## src/rtl/lfsr_period_meter.sv

```systemverilog
`default_nettype none
// ============================================================================
// lfsr_period_meter: counts samples between recurrences of a reference word.
// Rev 1.0
// ============================================================================
module lfsr_period_meter #(
  parameter int WIDTH = 4
) (
  input  logic             clk,
  input  logic             rst,
  input  logic             en_i,
  input  logic             load_i,
  input  logic             step_i,
  input  logic [WIDTH-1:0] sample_i,
  output logic [WIDTH-1:0] period_o,
  output logic             period_valid_o
);

  logic [WIDTH-1:0] ref_q;
  logic [WIDTH-1:0] cnt_q;
  logic [WIDTH-1:0] period_q;
  logic             period_valid_q;
  logic [WIDTH-1:0] cnt_inc;

  assign cnt_inc = (&cnt_q) ? cnt_q : cnt_q + 1'b1;

  always_ff @(posedge clk) begin
    if (rst) begin
      ref_q          <= '0;
      cnt_q          <= '0;
      period_q       <= '0;
      period_valid_q <= 1'b0;
    end else if (load_i) begin
      ref_q          <= sample_i;
      cnt_q          <= '0;
      period_q       <= '0;
      period_valid_q <= 1'b0;
    end else if (!en_i) begin
      cnt_q          <= '0;
      period_q       <= '0;
      period_valid_q <= 1'b0;
    end else if (step_i) begin
      if (sample_i == ref_q) begin
        period_q       <= cnt_inc;
        period_valid_q <= 1'b1;
        cnt_q          <= '0;
      end else begin
        cnt_q <= cnt_inc;
      end
    end
  end

  assign period_o       = period_q;
  assign period_valid_o = period_valid_q;

endmodule
`default_nettype wire

```

## config.mk

```make
export PLATFORM = sky130hd
export DESIGN_NAME = lfsr_period_meter
export DESIGN_NICKNAME = d
export VERILOG_FILES = /design/src/rtl/lfsr_period_meter.sv
export SDC_FILE = /design/constraint.sdc
export NUM_CORES = 1
export LEC_CHECK = 0
export CAP_MARGIN = 5
export CORE_MARGIN = 2
export CORE_UTILIZATION = 32
export CTS_BUF_LIST = sky130_fd_sc_hd__clkbuf_8
export DETAILED_ROUTE_END_ITERATION = 8
export MAX_ROUTING_LAYER = met4
export PLACE_DENSITY = 0.66
export SYNTH_ARGS = -nofsm -noshare
export SYNTH_HDL_FRONTEND = slang
export SYNTH_SLANG_ARGS = --single-unit
```

## constraint.sdc

```tcl
create_clock -name clk -period 1.17 [get_ports clk]
set_input_delay 0.234 -clock clk [delete_from_list [all_inputs] [get_ports clk]]
set_output_delay 0.234 -clock clk [all_outputs]
set_load 0.05 [all_outputs]
```

==> impl_summary.md <==
Timing
The fmax is 820 MHz. The minimum period implied by the final worst setup slack is 1.22 ns. Setup repair after global routing could not meet its margin everywhere.

The transition time at the pin with the least slew margin is 0.304 ns. The number of slew-limit violations in the final report is 0. The share of the cycle needed by the critical path after routing is 1.04. The count of final hold-check violations is 0. Setup violations remaining at the end of the flow were counted as 2. The final worst setup slack is -0.0502 ns.

The worst slew margin relative to its limit is 0.797. The clock skew after layout is 0.00157 ns. Hold timing on the final database bottoms out at a slack of 0.440 ns.

Layout
Of the cells placed in the final design, the portion with a size suffix greater than 1 is 0.337. After routing the design area is 986 µm². The final cell count without fillers is 114. The number of antenna diodes in the final layout is 0. The area added between synthesis and finish is 59.8%.

For this run, the post-layout net count is 100. The count of fill cells added during filler insertion is 166.

Power
The power share of the sequential group is 0.466. The internal portion of the total power is 0.750 mW. Of the total power, combinational logic draws 0.135. Of the total power, the share spent switching nets is 0.237. The peak supply drop is 0.000670 V.

The leakage power total is 0.368 nW. Summed over all nets, the switching power comes to 0.234 mW. Of the total power, the clock network draws 0.399. In this run the power density over the cells is 998 nW/µm².

Floorplanning
The number of ports placed on the die boundary is 14. The die covers 2290 µm². The total core area is 1760 µm².

The overall die height is 47.9 µm. The initial core utilization is 0.350. In this run the core area contains 15 standard-cell rows.

The die boundary width is 47.9 µm.

Yosys
In the post-synthesis netlist, the cell with the most instances is sky130_fd_sc_hd__dfxtp_1. The share of the synthesized area in the top cell type is 0.422. The leading register cell type out of synthesis is sky130_fd_sc_hd__dfxtp_1. The unique cell type count in the Yosys netlist is 22. Averaged over all synthesized cells, the footprint is 9.07 µm². The synthesized area is 617 µm². The number of instances in the synthesized netlist is 68. By area the synthesized netlist is led by sky130_fd_sc_hd__dfxtp_1, sky130_fd_sc_hd__a21oi_1, sky130_fd_sc_hd__mux2i_1. Sorting the synthesized cells by how often they occur yields sky130_fd_sc_hd__dfxtp_1, sky130_fd_sc_hd__a21oi_1, sky130_fd_sc_hd__nand3_1, sky130_fd_sc_hd__nor2_1, sky130_fd_sc_hd__nand2_1. The register bit count reported by yosys is 13. The post-synthesis net count is 78. During synthesis, Yosys emitted a total of 0 warnings. Summed over all instances, the cell type with the most area after synthesis is sky130_fd_sc_hd__dfxtp_1. For this run, the register share of the synthesized area comes to 0.422. The synthesized design contains 0 enable-type register cells.

Of all flip-flops after synthesis, the portion carrying an async set or reset was 0.

CTS
TritonCTS built the clock tree. The root cell of the clock tree is sky130_fd_sc_hd__clkbuf_8. The clock-pin slew on the worst setup and hold paths is 0.05 ns. The number of clock buffers inserted by TritonCTS is 3. The sink count of the clock tree is 13.

The number of setup buffers added after CTS is 0. The clock latency of the later-clocked register in the worst-skew pair is 0.24 ns. The buffer levels on the longest clock path is 2. The number of H-tree levels is 1. Buffers inserted to repair hold after CTS numbered 0.

Worst setup path
The beginning of the critical path is cnt_q[0]. The worst path arrival time is 1.34 ns. The worst register-to-register path has a setup slack of -0.05 ns.

Counting buffers and inverters, the worst setup path is 5 cells deep. The combined buffer and inverter count along the critical path is 0. The worst register-to-register path begins at cnt_q[0]. The endpoint of the lowest-slack register-to-register path is cnt_q[1]. The cell count of the worst reg-to-reg path is 5.

The critical path goes through ha_4 > nand3_4 > mux2_4 > nand3_1 > a21oi_1. The worst-path maximum fanout is 4. STA classifies the critical path endpoint as a register. The cell with the largest stage delay on the worst path is sky130_fd_sc_hd__dfxtp_4. The kind of cell adding the most delay to the critical path is flip-flops. The worst setup path is launched from a register. The worst setup path is of the register to register kind. On the worst path, the slowest cell contributes a delay of 0.35 ns. Following the worst setup path forward leads to its endpoint at cnt_q[1].

The endpoint required time on the critical path is 1.29 ns.

Outcome
The flow ran to the end, but the final reports show violations. The final reports fail on negative setup slack.

Routing
The first TritonRoute pass finished after 2 iterations. In the final routed layout, each cell accounts on average for 10.8 µm. The routed wire length is 1230 µm.

The number of vias per cell is 4.91. Once detail routing completed, the nets flagged for antenna violations numbered 0. The number of DRC markers after the initial detailed-route iteration is 3. The number of DRC violations after detailed routing is 0. Detailed routing inserted a total of 560 vias.

Global routing
The met1 demand-to-capacity share in global routing is 0.154. The all-layer global routing usage is 0.137. For this run, global-route usage on met3 was measured as 0.0453. The number of antenna violations at the first check in global routing came to 0. The total overflow reported by the global router is 0. For this run, global-route usage on met2 was measured as 0.211. The maximum number of pins on one net before global-route repair is 10. The first-pass GRT wire length is 2040 µm. The via count of the first global-routing pass was 480. The routing layer with the top usage in global route is met2.

Min path
In this run the worst hold path is classified as input pin to register. In this run the most critical hold path is launched from sample_i[3].

Place
The count of placed standard cells including taps is 110. Input and output buffers added on the ports amount to 13. The last weighted congestion value of the routability-driven placer is 0.675. The HPWL after detailed placement is 971 µm. The post-placement cell area is 882 µm².

Run
The number of max-cap violations is 0.
layout make-up:
class / instances / area, µm² / share of cell area
clock inverters: 1 / 3.75 / 0.00381
multi-input cells: 52 / 418 / 0.424
repair buffers: 19 / 220 / 0.223
inverters: 1 / 3.75 / 0.00381
flip-flops and latches: 13 / 268 / 0.272
clock buffers: 3 / 41.3 / 0.0419
well taps: 25 / 31.3 / 0.0317
logic make-up after synthesis:
kind of cell,Yosys count,synth area share
and+or+nand+nor,26,0.237
AOI/OAI and AO/OA,15,0.136
DFF,13,0.422
xor gates and xnor gates,5,0.0710
muxes,5,0.0892
buffers and inverters,3,0.0243
adders and majority gates,1,0.0203
timing repair:
action                     4_1_cts  5_1_grt
gates cloned                     0        0
setup endpoints to repair        9        7
pin swaps                        6        2
resized for setup               12        1
power groups by stage:
stage	Combinational [mW]	Sequential, mW	Clock (mW)
3_3_place_gp	0.117	0.465	0
4_1_cts	0.132	0.458	0.403
2_1_floorplan	0.0656	0.467	0
3_5_place_dp	0.119	0.466	0
5_1_grt	0.146	0.459	0.424
6_report	0.133	0.458	0.392
placed cells by master (no fill, tap or decap), types with 2 or more instances in the layout:
| cell type | Yosys | layout |
|---|---|---|
| sky130_fd_sc_hd__dlygate4sd2_1 | 0 | 4 |
| sky130_fd_sc_hd__clkdlybuf4s50_1 | 0 | 4 |
| sky130_fd_sc_hd__nand3_1 | 7 | 7 |
| sky130_fd_sc_hd__nor2_1 | 7 | 7 |
| sky130_fd_sc_hd__buf_12 | 0 | 5 |
| sky130_fd_sc_hd__o21ai_1 | 3 | 3 |
| sky130_fd_sc_hd__buf_4 | 1 | 6 |
| sky130_fd_sc_hd__clkbuf_8 | 0 | 3 |
| sky130_fd_sc_hd__mux2i_1 | 4 | 4 |
| sky130_fd_sc_hd__nand2_1 | 5 | 5 |
| sky130_fd_sc_hd__dfxtp_4 | 0 | 2 |
| sky130_fd_sc_hd__a21oi_2 | 1 | 2 |
| sky130_fd_sc_hd__inv_1 | 1 | 2 |
| sky130_fd_sc_hd__a21oi_1 | 9 | 8 |
| sky130_fd_sc_hd__nor2b_1 | 2 | 2 |
| sky130_fd_sc_hd__dfxtp_1 | 13 | 11 |
| sky130_fd_sc_hd__xnor2_2 | 0 | 4 |
registers in the layout, indices dropped and copies added (netlist names):
name / flops
ref_q: 4
cnt_q: 4
period_o: 4
period_valid_o: 1
worst reg2reg max path: stages (launching register included):
cell                      delay (ns)
sky130_fd_sc_hd__dfxtp_4        0.35
sky130_fd_sc_hd__ha_4           0.17
sky130_fd_sc_hd__nand3_4        0.09
sky130_fd_sc_hd__mux2_4         0.32
sky130_fd_sc_hd__nand3_1        0.09
sky130_fd_sc_hd__a21oi_1        0.07
metrics by stage:
step	power (mW)	setup TNS (ns)	setup slack, ns	utilization
detailed placement	0.584	-3.59	-0.423	0.500
global placement	0.582	-3.24	-0.384	0.500
finish	0.984	-0.0967	-0.0502	0.559
floorplan	0.533	-0.0141	-0.0141	-
global route	1.03	-0.318	-0.0925	0.559
CTS	0.994	-0.0950	-0.0514	0.555
worst min path at each step:
stage,slack [ns],cells past startpoint,to
6_report,0.44,3,ref_q[3]
5_1_grt,0.45,3,ref_q[0]
4_1_cts,0.44,3,ref_q[0]
3_5_place_dp,0.51,2,ref_q[3]
3_3_place_gp,0.50,2,ref_q[0]
2_1_floorplan,0.31,1,ref_q[0]
layer usage:
metal	vias up	wire length (µm)
li1	281	-
met1	263	514
met2	11	635
met3	5	43
met4	0	35
met5	-	0
Note: power is estimated with default switching activity, not from simulation.
